**src/rtl/sal_axi_pkg.sv**
```systemverilog
// Purpose: shared AR/R request, tag and response definitions for the read responder.
// Latency: n/a (types and constants only).
// Backpressure: n/a.
package sal_axi_pkg;

  localparam int SAL_ID_W   = 4;
  localparam int SAL_ADDR_W = 32;
  localparam int SAL_LEN_W  = 4;

  localparam logic [1:0] RRESP_OKAY   = 2'b00;
  localparam logic [1:0] RRESP_SLVERR = 2'b10;

  // One queued AR request.
  typedef struct packed {
    logic [SAL_ID_W-1:0]   id;
    logic [SAL_ADDR_W-1:0] addr;
    logic [SAL_LEN_W-1:0]  len;
  } ar_req_t;

  // One issued burst awaiting its data beats.
  typedef struct packed {
    logic [SAL_ID_W-1:0]  id;
    logic [SAL_LEN_W-1:0] len;
  } rd_tag_t;

endpackage

```
**src/rtl/sal_sync_fifo.sv**
```systemverilog
// Purpose: single-clock first-word-fall-through FIFO with full/empty flags.
// Latency: a push is visible at pop_dat one cycle later.
// Backpressure: push ignored when full unless a pop happens in the same cycle.
module sal_sync_fifo #(
  parameter int WIDTH = 8,
  parameter int DEPTH = 4
) (
  input  logic             clk,
  input  logic             rst,
  input  logic             push,
  input  logic [WIDTH-1:0] push_dat,
  output logic             full,
  input  logic             pop,
  output logic [WIDTH-1:0] pop_dat,
  output logic             empty
);

  localparam int AW = (DEPTH > 1) ? $clog2(DEPTH) : 1;

  logic [WIDTH-1:0] mem [DEPTH];
  logic [AW-1:0]    wr_ptr;
  logic [AW-1:0]    rd_ptr;
  logic [AW:0]      count;
  logic             do_push;
  logic             do_pop;

  assign full    = (count == (AW+1)'(DEPTH));
  assign empty   = (count == '0);
  assign do_pop  = pop && !empty;
  assign do_push = push && (!full || do_pop);
  assign pop_dat = mem[rd_ptr];

  // Pointer and occupancy bookkeeping; DEPTH is a power of 2 so pointers wrap naturally.
  always_ff @(posedge clk) begin
    if (rst) begin
      wr_ptr <= '0;
      rd_ptr <= '0;
      count  <= '0;
    end else begin
      if (do_push) wr_ptr <= wr_ptr + AW'(1);
      if (do_pop)  rd_ptr <= rd_ptr + AW'(1);
      count <= count + (AW+1)'(do_push) - (AW+1)'(do_pop);
    end
  end

  // Storage write; contents need no reset because empty gates every read.
  always_ff @(posedge clk) begin
    if (do_push) mem[wr_ptr] <= push_dat;
  end

endmodule

```
**src/rtl/sal_axi_rd_responder.sv**
```systemverilog
// Purpose: AXI AR/R slave; queues ARs, issues credit-gated bursts, returns R beats in issue order.
// Latency: req_valid one cycle after AR accept; rvalid one cycle after rd_valid.
// Backpressure: arready = AR queue not full; req_* held until req_ready; R held while !rready;
//               the DFI return path never stalls because bursts issue only against free buffer
//               credits. Define SAL_RD_PARITY_EN to check rd_par per beat and answer SLVERR.
module sal_axi_rd_responder
  import sal_axi_pkg::*;
#(
  parameter int ID_W      = SAL_ID_W,
  parameter int ADDR_W    = SAL_ADDR_W,
  parameter int DATA_W    = 128,
  parameter int REQ_DEPTH = 4,
  parameter int BUF_DEPTH = 16
) (
  input  logic                clk,
  input  logic                rst,
  input  logic                arvalid,
  output logic                arready,
  input  logic [ID_W-1:0]     arid,
  input  logic [ADDR_W-1:0]   araddr,
  input  logic [3:0]          arlen,
  output logic                req_valid,
  input  logic                req_ready,
  output logic [ADDR_W-1:0]   req_addr,
  output logic [3:0]          req_len,
  input  logic                rd_valid,
  input  logic [DATA_W-1:0]   rd_data,
  input  logic [DATA_W/8-1:0] rd_par,
  output logic                rvalid,
  input  logic                rready,
  output logic [ID_W-1:0]     rid,
  output logic [DATA_W-1:0]   rdata,
  output logic [1:0]          rresp,
  output logic                rlast
);

  localparam int CRED_W = $clog2(BUF_DEPTH) + 1;
  localparam logic [CRED_W-1:0] CRED_MAX = CRED_W'(BUF_DEPTH);

`ifdef SAL_RD_PARITY_EN
  localparam int BUF_W = DATA_W + 1;
`else
  localparam int BUF_W = DATA_W;
`endif

  // ---------------- AR queue ----------------
  ar_req_t ar_in;
  ar_req_t ar_head;
  logic    ar_push;
  logic    ar_pop;
  logic    ar_full;
  logic    ar_empty;

  assign arready = !rst && !ar_full;
  assign ar_push = arvalid && arready;
  assign ar_in   = '{id: SAL_ID_W'(arid), addr: SAL_ADDR_W'(araddr), len: arlen};

  sal_sync_fifo #(.WIDTH($bits(ar_req_t)), .DEPTH(REQ_DEPTH)) u_ar_q (
    .clk      (clk),
    .rst      (rst),
    .push     (ar_push),
    .push_dat (ar_in),
    .full     (ar_full),
    .pop      (ar_pop),
    .pop_dat  (ar_head),
    .empty    (ar_empty)
  );

  // ---------------- burst issue ----------------
  rd_tag_t           tag_in;
  rd_tag_t           tag_head;
  logic              tag_full;
  logic              tag_empty;
  logic              tag_pop;
  ar_req_t           req_q;
  logic [CRED_W-1:0] credits;
  logic [CRED_W-1:0] head_beats;
  logic [CRED_W-1:0] issue_beats;
  logic              issue;
  logic              load;
  logic              r_hs;

  // The head stays in the AR queue until the scheduler takes it, so the queue
  // depth alone bounds outstanding-but-unissued requests.
  assign head_beats  = CRED_W'(ar_head.len) + CRED_W'(1);
  assign issue       = req_valid && req_ready;
  assign load        = !req_valid && !ar_empty && !tag_full && (credits >= head_beats);
  assign ar_pop      = issue;
  assign issue_beats = issue ? (CRED_W'(req_q.len) + CRED_W'(1)) : '0;

  // Registered request: latch the head once space is reserved, hold until accepted.
  always_ff @(posedge clk) begin
    if (rst) begin
      req_valid <= 1'b0;
      req_q     <= '0;
    end else if (issue) begin
      req_valid <= 1'b0;
    end else if (load) begin
      req_valid <= 1'b1;
      req_q     <= ar_head;
    end
  end

  assign req_addr = ADDR_W'(req_q.addr);
  assign req_len  = req_q.len;

  // Credits are spent when a burst is handed over and returned per R beat sent.
  always_ff @(posedge clk) begin
    if (rst) credits <= CRED_MAX;
    else     credits <= credits - issue_beats + CRED_W'(r_hs);
  end

  assign tag_in = '{id: req_q.id, len: req_q.len};

  sal_sync_fifo #(.WIDTH($bits(rd_tag_t)), .DEPTH(REQ_DEPTH)) u_tag_q (
    .clk      (clk),
    .rst      (rst),
    .push     (issue),
    .push_dat (tag_in),
    .full     (tag_full),
    .pop      (tag_pop),
    .pop_dat  (tag_head),
    .empty    (tag_empty)
  );

  // ---------------- read data buffer ----------------
  logic [BUF_W-1:0] buf_in;
  logic [BUF_W-1:0] buf_head;
  logic             buf_empty;
  logic             buf_full_unused;
  logic             beat_err;

`ifdef SAL_RD_PARITY_EN
  logic [DATA_W/8-1:0] byte_err;

  // Even parity per byte: data byte plus its parity bit must hold an even number of ones.
  always_comb begin
    byte_err = '0;
    for (int b = 0; b < DATA_W/8; b++) begin
      byte_err[b] = ^{rd_data[b*8 +: 8], rd_par[b]};
    end
  end

  assign buf_in   = {|byte_err, rd_data};
  assign beat_err = buf_head[DATA_W];
`else
  logic unused_rd_par;

  assign unused_rd_par = ^rd_par;
  assign buf_in        = rd_data;
  assign beat_err      = 1'b0;
`endif

  sal_sync_fifo #(.WIDTH(BUF_W), .DEPTH(BUF_DEPTH)) u_data_buf (
    .clk      (clk),
    .rst      (rst),
    .push     (rd_valid),
    .push_dat (buf_in),
    .full     (buf_full_unused),
    .pop      (r_hs),
    .pop_dat  (buf_head),
    .empty    (buf_empty)
  );

  // ---------------- R channel ----------------
  logic [SAL_LEN_W-1:0] beat_cnt;
  logic                 beat_last;

  assign rvalid    = !buf_empty;
  assign r_hs      = rvalid && rready;
  assign beat_last = (beat_cnt == tag_head.len);
  assign tag_pop   = r_hs && beat_last;

  assign rid   = rvalid ? ID_W'(tag_head.id) : '0;
  assign rdata = rvalid ? buf_head[DATA_W-1:0] : '0;
  assign rlast = rvalid && beat_last;
  assign rresp = (rvalid && beat_err) ? RRESP_SLVERR : RRESP_OKAY;

  // Beat position within the current burst; wraps to 0 after the last beat.
  always_ff @(posedge clk) begin
    if (rst) begin
      beat_cnt <= '0;
    end else if (r_hs) begin
      beat_cnt <= beat_last ? '0 : beat_cnt + SAL_LEN_W'(1);
    end
  end

  // Returned data must always belong to an issued burst.
  a_rd_has_tag: assert property (@(posedge clk) disable iff (rst) rd_valid |-> !tag_empty);

endmodule

```
**config.mk**
```make
export PLATFORM = sky130hd
export DESIGN_NAME = sal_axi_rd_responder
export DESIGN_NICKNAME = d
export VERILOG_FILES = /design/src/rtl/sal_axi_pkg.sv /design/src/rtl/sal_sync_fifo.sv /design/src/rtl/sal_axi_rd_responder.sv
export SDC_FILE = /design/constraint.sdc
export NUM_CORES = 2
export LEC_CHECK = 0
export BUFFER_PORTS_ARGS = -buffer_cell sky130_fd_sc_hd__clkbuf_2
export CAP_MARGIN = 20
export CELL_PAD_IN_SITES_DETAIL_PLACEMENT = 2
export CELL_PAD_IN_SITES_GLOBAL_PLACEMENT = 2
export CORE_UTILIZATION = 45
export CTS_CLUSTER_SIZE = 16
export DETAILED_ROUTE_END_ITERATION = 10
export PLACE_DENSITY = 0.88
export SETUP_SLACK_MARGIN = 0.5
export SYNTH_ARGS = -nofsm -noshare
export SYNTH_HDL_FRONTEND = slang
export SYNTH_SLANG_ARGS = --single-unit
```
**constraint.sdc**
```tcl
create_clock -name clk -period 12.1 [get_ports clk]
set_input_delay 2.42 -clock clk [delete_from_list [all_inputs] [get_ports clk]]
set_output_delay 2.42 -clock clk [all_outputs]
set_load 0.02 [all_outputs]
```
==> results by group <==
Placed design
  – Post-DP HPWL: 153 mm
  – Placed Area: around 93,000 um^2
  – IO Port Bufs: 345
  – GPL Wtd Cong: 0.712

Pwr
  – Max rail drop VDD: approximately 0.16 mV
  – Lkg Pwr: 31.3 nW
  – Pwr dens: ~210 nW/um^2
  – Tot Pwr: 21.1 mW

Final layout
  – Layout Utilization: 51.6%
  – Register area: ~69,000 um^2
  – Area grow syn2layout: 13.6%
  – Most common cell after layout, fill and taps aside: edfxtp_1
  – Fillers: 16,663
  – Nets: 4,398
  – Area of the multi-input gates: 18,700 um^2
  – Design Area, Final: 101,000 um^2
  – Layout cell share with drive strength beyond 1: between 30 and 40%
  – Most frequent cells in the layout: edfxtp_1 (2,240), mux4_2 (686), clkbuf_2 (345)

Clock network
  – Post-cts repair resize count: 0
  – Postcts setup bufs: 0
  – H-tree depth: 4
  – Clock Tree Root: clkbuf_16
  – Clock-pin slew on the worst setup and hold paths: 0.06 ns
  – CTS Sinks: 2,325
  – Clock Path Buffers: 3
  – Clock Latency Late Sink: 0.90 ns
  – Total CTS buffers: ~240
  – Hold buffers post-CTS: 0
  – TritonCTS clock tree: yes

Drt
  – Drt first pass iters: 6
  – WL per Instance: 41.1 um
  – Met3 wire len: ~19 mm
  – Wl on met1: 109 mm
  – DR vias/cell: roughly 6.3
  – Final WL: 288 mm
  – Post-route ant nets: 0
  – DRT iter0 DRCs: roughly 4,800
  – Top routing layer used: met5
  – Routed vias: 44,043
  – # DRC: 0
  – Metal2 WL: about 150 mm

Global route
  – First-pass GRT wire length: 398 mm
  – Total GRT Usage: approximately 29%
  – Vias in the first global route: 47,348
  – Initial antenna violation count: 38
  – Largest net degree at the start of global routing: 153
  – Grt total ovfl: 0

Floorplan
  – IO Count: between 300 and 400
  – Core ar.: 196,000 um^2
  – Die height: 447 um
  – Die footprint: between 150,000 and 200,000 um^2
  – Site Rows: approximately 160
  – Initial Util: about 45%
  – Die X: 447 um

Synth
  – Gate Count Post-Synth: 3,742
  – Yosys reg bits: 2,325
  – Ys flop type: edfxtp_1
  – Distinct cells, synth: 42
  – Synth Area per Inst: 23.8 um^2
  – Number of synthesized flops with an enable pin: roughly 2,200
  – Yosys warnings: 0
  – Asr flop ratio synth: 0%
  – Mapped Area: 88,900 um^2
  – Register area share after synthesis: 77.6%

Timing
  – Final Hold Fails: 0
  – Fmax: 0.134 GHz
  – Worst-Margin Slew: 1.22 ns
  – Fin crit share: 61.6%
  – RSZ-0062 raised after global routing: false
  – Min Tclk post-route: 7.45 ns
  – Max-slew violations: 0
  – Final setup fails: 0
  – Slew Limit Headroom: 18.6%
  – Setup TNS Final: 0 ns
  – Worst Skew: 0.0888 ns

Setup path
  – CP peak stage delay: 1.07 ns
  – CP startpoint kind: register
  – WP buf/inv: 3
  – CP Capture Type: output port
  – Worst-path fanout max: 148
  – Critical path arrival: slightly above 5 ns
  – Delay-heaviest family, CP: buffers and inverters
  – Setup CP Type: register to output port
  – CP Cell Sequence: buf_12, buf_4, mux4_2, mux4_2, and2_1, clkbuf_2
  – Most frequent CP cell: mux4_2
  – Slowest-stage cell, CP: dfxtp_4
  – Critical Path RT: slightly below 10 ns

Run
  – Maxcap violations: 0

Status
  – Outcome: finished, final reports clean

Min path
  – Hold WC Path Type: register to register
-- worst reg2reg max path, cell delays in order (launching register included) --
cell and delay [ns]:
dfxtp_1 0.34, inv_1 0.07, ha_1 0.22, or4b_4 0.61
buf_4 0.91, and2_1 0.62, inv_2 0.20, ha_1 0.34
inv_1 0.06, ha_1 0.16, inv_1 0.07, fa_1 0.46
inv_1 0.09, a21o_1 0.11, a21oi_1 0.08, xnor2_1 0.16
nand2b_1 0.08
-- registers in the layout, indices dropped and copies added (netlist names), named ones only --
signal             flops
u_tag_q.rd_ptr         2
u_ar_q.rd_ptr          2
u_tag_q.count          3
u_data_buf.count       5
u_data_buf.wr_ptr      4
u_tag_q.wr_ptr         2
credits                5
req_valid              1
u_data_buf.mem      2048
u_ar_q.wr_ptr          2
req_len                4
u_ar_q.count           3
req_q                  4
u_tag_q.mem           32
u_ar_q.mem           160
beat_cnt               4
u_data_buf.rd_ptr      4
req_addr              32
-- per-stage QoR --
| step | worst slack [ns] | hold slack [ns] | instances |
|---|---|---|---|
| 3_5_place_dp | 5.43 | 0.473 | 6549 |
| 6_report | 4.65 | 0.486 | 7009 |
| 5_1_grt | 4.26 | 0.521 | 7008 |
| 2_1_floorplan | 2.88 | 0.454 | 3743 |
| 3_3_place_gp | 5.58 | 0.464 | 6549 |
| 4_1_cts | 4.47 | 0.494 | 6992 |
-- power breakdown --
| part | total (mW) | switching [mW] | internal [mW] |
|---|---|---|---|
| logic | 4.44 | 2.58 | 1.87 |
| registers | 9.30 | 0.209 | 9.09 |
| clock network | 7.36 | 3.34 | 4.01 |
-- layout make-up --
class	count	area share, %
flip-flops and latches	2325	68.3
well taps	2624	3.25
clock buffers	315	6.31
inverters	30	0.111
multi-input cells	1153	18.5
repair buffers	418	2.40
diodes	16	0.0396
clock inverters	128	1.09
-- worst paths after layout --
check / from / to / slack, ns / cells after the start
max reg2reg: u_data_buf.count[2]$_SDFF_PP0_ / credits[4]$_SDFF_PP1_ / 7.43 / 16
max: register / rdata[44] / 4.65 / 6
min reg2reg: req_addr[9]$_SDFFE_PP0P_ / req_addr[9]$_SDFFE_PP0P_ / 0.49 / 2
min: req_addr[9]$_SDFFE_PP0P_ / req_addr[9]$_SDFFE_PP0P_ / 0.49 / 2
-- layer usage --
metal	vias up	GRT usage [%]
li1	16670	-
met1	24678	36.8
met2	2213	50.5
met3	458	4.98
met4	24	10.6
met5	-	0
-- synthesized netlist by cell type (5+ instances only) --
library cell	number	area, um^2
buf_6	14	158
and2_1	139	870
inv_1	28	105
buf_1	30	113
xor2_1	13	114
nand2_1	19	71.3
buf_2	10	50.1
mux4_2	686	15400
nand3_1	43	215
nor2_1	44	165
buf_4	78	586
ha_1	39	488
nor2b_1	10	62.6
clkbuf_1	103	387
xnor2_1	18	158
nor3_1	7	35.0
and3_1	5	31.3
dfxtp_1	85	1700
a21oi_1	51	255
edfxtp_1	2240	67300
o21ai_0	41	205
-- kinds of logic after synthesis --
group / Yosys count / synth area share, %
AO/OA/AOI/OAI: 103 / 0.622
XOR/XNOR: 35 / 0.378
adder cells (fa/ha/maj): 43 / 0.639
buffers and inverters: 265 / 1.58
flip-flops: 2325 / 77.6
multiplexers: 689 / 17.4
other: 1 / 0.00422
AND/OR/NAND/NOR: 281 / 1.77
No activity file was read; power rests on OpenSTA's default activity.
